==> config.mk <==
export PLATFORM = sky130hd
export DESIGN_NAME = ahb_mem_slv
export DESIGN_NICKNAME = d
export VERILOG_FILES = /design/src/rtl/ahb_mem_pkg.sv /design/src/rtl/ahb_mem_be_gen.sv /design/src/rtl/ahb_mem_slv.sv
export SDC_FILE = /design/constraint.sdc
export NUM_CORES = 1
export LEC_CHECK = 0
export BUFFER_PORTS_ARGS = -buffer_cell sky130_fd_sc_hd__buf_2
export CORE_AREA = 2 2 76 78
export CTS_BUF_LIST = sky130_fd_sc_hd__clkbuf_4 sky130_fd_sc_hd__clkbuf_8 sky130_fd_sc_hd__clkbuf_16
export DETAILED_ROUTE_END_ITERATION = 12
export DIE_AREA = 0 0 78 80
export PLACE_DENSITY_LB_ADDON = 0.15
export SETUP_SLACK_MARGIN = 0.02
export SYNTH_ARGS = -nofsm -noshare
export SYNTH_HDL_FRONTEND = slang
export SYNTH_SLANG_ARGS = --single-unit
==> constraint.sdc <==
create_clock -name pll_core_cpuclk -period 4.4 [get_ports pll_core_cpuclk]
set_clock_uncertainty 0.1 [all_clocks]
set_input_delay 0.22 -clock pll_core_cpuclk [delete_from_list [all_inputs] [get_ports pll_core_cpuclk]]
set_output_delay 0.22 -clock pll_core_cpuclk [all_outputs]
set_load 0.01 [all_outputs]
==> src/rtl/ahb_mem_pkg.sv <==
// Shared AHB encodings and FSM state type for the ahb_mem_slv memory slave.
package ahb_mem_pkg;

  typedef enum logic [1:0] {
    HTRANS_IDLE   = 2'b00,
    HTRANS_BUSY   = 2'b01,
    HTRANS_NONSEQ = 2'b10,
    HTRANS_SEQ    = 2'b11
  } htrans_e;

  typedef enum logic [1:0] {
    HRESP_OKAY  = 2'b00,
    HRESP_ERROR = 2'b01
  } hresp_e;

  typedef enum logic [2:0] {
    HSIZE_BYTE = 3'd0,
    HSIZE_HALF = 3'd1,
    HSIZE_WORD = 3'd2
  } hsize_e;

  typedef enum logic [1:0] {
    ST_IDLE,
    ST_ACCESS,
    ST_ERR1,
    ST_ERR2
  } state_e;

endpackage

==> src/rtl/ahb_mem_be_gen.sv <==
// Byte-lane decode for an AHB transfer: byte enables plus a flag for
// sizes/alignments the backend cannot serve.
module ahb_mem_be_gen
  import ahb_mem_pkg::*;
(
  input  logic [2:0] hsize,
  input  logic [1:0] addr_lo,
  output logic [3:0] be,
  output logic       misaligned
);

  always_comb begin
    be         = '0;
    misaligned = 1'b0;
    case (hsize)
      HSIZE_BYTE: be = 4'b0001 << addr_lo;
      HSIZE_HALF: begin
        be         = 4'b0011 << {addr_lo[1], 1'b0};
        misaligned = addr_lo[0];
      end
      HSIZE_WORD: begin
        be         = '1;
        misaligned = |addr_lo;
      end
      default: misaligned = 1'b1;
    endcase
  end

endmodule

==> src/rtl/ahb_mem_slv.sv <==
// AHB-to-SRAM-style backend bridge with two-cycle ERROR response for illegal
// transfers. Optional write protection input enabled by AHB_MEM_SLV_WPROT_EN.
module ahb_mem_slv
  import ahb_mem_pkg::*;
#(
  parameter int unsigned ADDR_W = 19
) (
  input  logic              pll_core_cpuclk,
  input  logic              pad_cpu_rst_b,
  input  logic              hsel,
  input  logic [31:0]       haddr,
  input  logic [1:0]        htrans,
  input  logic              hwrite,
  input  logic [2:0]        hsize,
  input  logic [31:0]       hwdata,
  output logic [31:0]       hrdata,
  output logic              hready,
  output logic [1:0]        hresp,
  output logic              mem_req,
  output logic              mem_we,
  output logic [ADDR_W-3:0] mem_addr,
  output logic [3:0]        mem_be,
  output logic [31:0]       mem_wdata,
  input  logic [31:0]       mem_rdata,
  input  logic              mem_ack
`ifdef AHB_MEM_SLV_WPROT_EN
  ,
  input  logic              mem_wprot
`endif
);

  state_e            state_q, state_d;
  logic [ADDR_W-3:0] addr_q, addr_d;
  logic              write_q, write_d;
  logic [3:0]        be_q, be_d;

  logic [3:0]        be_in;
  logic              misaligned_in;
  logic              illegal;
  logic              phase_open;
  logic              capture;
  logic              unused_haddr_hi;

  ahb_mem_be_gen u_be_gen (
    .hsize      (hsize),
    .addr_lo    (haddr[1:0]),
    .be         (be_in),
    .misaligned (misaligned_in)
  );

  always_comb begin
    unused_haddr_hi = ^haddr[31:ADDR_W];
    phase_open = (state_q == ST_IDLE) || (state_q == ST_ERR2) ||
                 ((state_q == ST_ACCESS) && mem_ack);
    capture    = hsel && ((htrans == HTRANS_NONSEQ) || (htrans == HTRANS_SEQ)) &&
                 phase_open;
`ifdef AHB_MEM_SLV_WPROT_EN
    illegal    = misaligned_in || (hwrite && mem_wprot);
`else
    illegal    = misaligned_in;
`endif
  end

  always_ff @(posedge pll_core_cpuclk) begin
    if (!pad_cpu_rst_b) begin
      state_q <= ST_IDLE;
      addr_q  <= '0;
      write_q <= 1'b0;
      be_q    <= '0;
    end else begin
      state_q <= state_d;
      addr_q  <= addr_d;
      write_q <= write_d;
      be_q    <= be_d;
    end
  end

  // hsize is held in its decoded byte-lane form; that is all the data phase needs.
  always_comb begin
    state_d = state_q;
    addr_d  = addr_q;
    write_d = write_q;
    be_d    = be_q;
    if (capture) begin
      addr_d  = haddr[ADDR_W-1:2];
      write_d = hwrite;
      be_d    = be_in;
    end
    case (state_q)
      ST_IDLE, ST_ERR2: begin
        if (capture) state_d = illegal ? ST_ERR1 : ST_ACCESS;
        else         state_d = ST_IDLE;
      end
      ST_ACCESS: begin
        if (mem_ack) begin
          if (capture) state_d = illegal ? ST_ERR1 : ST_ACCESS;
          else         state_d = ST_IDLE;
        end
      end
      ST_ERR1: state_d = ST_ERR2;
      default: state_d = ST_IDLE;
    endcase
  end

  always_comb begin
    hready    = 1'b1;
    hresp     = HRESP_OKAY;
    hrdata    = '0;
    mem_req   = 1'b0;
    mem_we    = 1'b0;
    mem_be    = '0;
    mem_wdata = '0;
    mem_addr  = addr_q;
    case (state_q)
      ST_ACCESS: begin
        mem_req   = 1'b1;
        mem_we    = write_q;
        mem_be    = be_q;
        mem_wdata = hwdata;
        hready    = mem_ack;
        if (mem_ack && !write_q) hrdata = mem_rdata;
      end
      ST_ERR1: begin
        hready = 1'b0;
        hresp  = HRESP_ERROR;
      end
      ST_ERR2: hresp = HRESP_ERROR;
      default: ;
    endcase
  end

endmodule

==> impl_metrics.json <==
{
  "utilization_pct": 48.8,
  "clk_pin_slew_ps": 80,
  "synth.most_common_cell": "and2_1",
  "die-height_um": 80,
  "syn_to_final_growth_pct": 56.2,
  "synth.avg_cell_area_sq_um": 8.33,
  "worst_slew_pin_slew_ps": 1030,
  "track_usage_pct": 15.5,
  "grt_pass1_vias": 1716,
  "initial_core_util_pct": 31.3,
  "drive_above_1_share_pct": 61.5,
  "synth-edff-count": 0,
  "insertedDiodeCount": 0,
  "vias": 1874,
  "cp_top_family": "adder cells",
  "clk_path_buf_depth": 2,
  "cap_violations": 0,
  "arrival_ps": 2340,
  "antenna_found_initial": 0,
  "hold_path_class": "input pin to flip-flop",
  "critPathBufInv": 2,
  "synthArstFlopShare_pct": 0,
  "slowest_delay_ps": 860,
  "cts_tree": "done",
  "p_leak_nw": 1.48,
  "hold_buffers": 0,
  "vias_per_cell": 4.20,
  "place_congestion": 0.741,
  "clock_sinks": 24,
  "path_max_fanout": 43,
  "grt_max_degree": 44,
  "synth_ff_type": "dfxtp_1",
  "syn_area_sq_mm": 0.00169,
  "dieArea_sq_mm": 0.00624,
  "cts_resized": 0,
  "synthDistinctLibCells": 31,
  "cp_slowest_cell": "ha_1",
  "yosys_warnings": 0,
  "insertion_delay_ps": 260,
  "io-pin-count": 196,
  "period_share_pct": 60.6,
  "fmax_mhz": 375,
  "cts_setup_buffers": 0,
  "register_area_sq_um": 480,
  "power_density_mw_per_mm2": 227,
  "cp_cell_sequence": "ha_1 > nand2_1 > nor2_1 > buf_4 > and2_1 > buf_2",
  "finalSetupTns_ps": 0,
  "root_buffer": "clkbuf_8",
  "cp.required_ps": 4080,
  "cp-end-kind": "output port",
  "hpwl_mm": 4.01,
  "drtIter0Drc": 32,
  "hold_violations": 0,
  "grt_pass1_wl_mm": 7.90,
  "cts_made_buffers": 3,
  "ys_top_cells_by_area": "dfxtp_1, and2_1, a21boi_2",
  "wl_per_cell_um": 11.3,
  "drv_slew": 0,
  "io_buffers": 180,
  "yosysSeqAreaShare_pct": 28.4,
  "drt_pass1_iterations": 4,
  "setup_violations": 0,
  "irDropWorstVdd_v": 0.000192,
  "synthDominantAreaCellType": "dfxtp_1",
  "syn_nets": 312,
  "critPathLaunchType": "flip-flop",
  "ys_top_cells_by_count": "and2_1, dfxtp_1, nand2_1",
  "status": "complete, no violations",
  "critPathKind": "flip-flop to output port",
  "htreeDepth": 1,
  "synthCells": 203,
  "fillers": 534,
  "die_w_um": 78,
  "ant_nets": 0,
  "nNetsFinal": 484,
  "multi_input_area_sq_mm": 0.00109,
  "drt_wl_total_mm": 5.05,
  "rsz0062_at_grt": "false",
  "drc_errors": 0,
  "rows": 27,
  "period_needed_ps": 2660,
  "synthDominantCellAreaShare_pct": 28.4,
  "relSlewSlack_pct": 31.1,
  "ys_ff_latch": 24,
  "overflow": 0,
  "core_area_sq_mm": 0.00541
}
per-layer routing:
| metal | global-route usage, % | up-vias | wire [um] | part of all wire, % |
|---|---|---|---|---|
| li1 | - | 984 | - | - |
| met1 | 17.7 | 795 | 2060 | 41 |
| met2 | 28.5 | 91 | 2450 | 49 |
| met3 | 4.52 | 4 | 496 | 9.8 |
| met4 | 3.68 | 0 | 38 | 0.75 |
| met5 | 0 | - | 0 | 0 |
state kept, by name, indices dropped and copies added, names as in the netlist:
register and cells:
mem_addr 17, write_q 1, state_q 2, be_q 4
through the flow:
stage          setup slack (ps)  total power, mW  hold WS (ps)  std cells  cell area (sq um)
6_report                   1740            0.600          82.4        446               2640
5_1_grt                    1400            0.643          68.7        446               2640
4_1_cts                    1690            0.614          72.6        446               2640
3_5_place_dp               1990            0.461           355        442               2580
3_3_place_gp               2010            0.458           348        442               2580
2_1_floorplan              2780            0.375           247        203               1690
layout make-up:
type | instances | share of cell area (%)
Multi-Input combinational cell | 160 | 41.2
Sequential cell | 24 | 18.2
Inverter | 5 | 0.711
Timing Repair Buffer | 181 | 34.4
Tap cell | 72 | 3.41
Clock buffer | 4 | 2.09
worst register-to-register path: stages (launching register included):
cell and delay (ps):
dfxtp_1 390, ha_1 860, a21o_4 260, nand3_4 250, o21ai_0 270, o311a_1 180
logic make-up (layout without fill, tap and decap cells):
logic type	count (synthesis)	in the layout	synth area share, %
flops	24	24	28.4
fa+ha+maj	3	3	2.22
buf+inv	19	190	7.25
other cells	1	1	0.222
compound gates	35	35	19.6
simple gates	121	121	42.3
placed cells by master, fill, tap and decap left out, types with 2 or more instances in the layout:
cell type | Yosys | routed
nand2_2 | 18 | 18
nor2_1 | 4 | 4
o31ai_1 | 4 | 4
nand3_1 | 4 | 4
ha_1 | 3 | 3
o21ai_0 | 2 | 2
and2_1 | 69 | 69
clkbuf_8 | 0 | 4
a21boi_2 | 18 | 18
dfxtp_1 | 24 | 24
nand2_1 | 20 | 20
buf_2 | 0 | 180
o21ai_2 | 2 | 2
a21oi_1 | 4 | 4
inv_1 | 5 | 5
path summary, 6_finish.rpt:
path,slack (ps),cells after the start,from,to
setup / recovery,1740,6,state_q[0]$_SDFFE_PN0P_,hrdata[15]
hold / removal,80,3,haddr[17],mem_addr[15]$_SDFFE_PN0P_
setup reg to reg,2030,5,state_q[0]$_SDFFE_PN0P_,state_q[0]$_SDFFE_PN0P_
hold reg to reg,360,2,mem_addr[4]$_SDFFE_PN0P_,mem_addr[4]$_SDFFE_PN0P_
power by group:
part / switching [mW] / leakage, nW / internal [mW]
clock: 0.0687 / 0.0288 / 0.0798
combinational: 0.111 / 1.26 / 0.101
sequential: 0.00768 / 0.196 / 0.232
(Power assumes the default switching activity.)
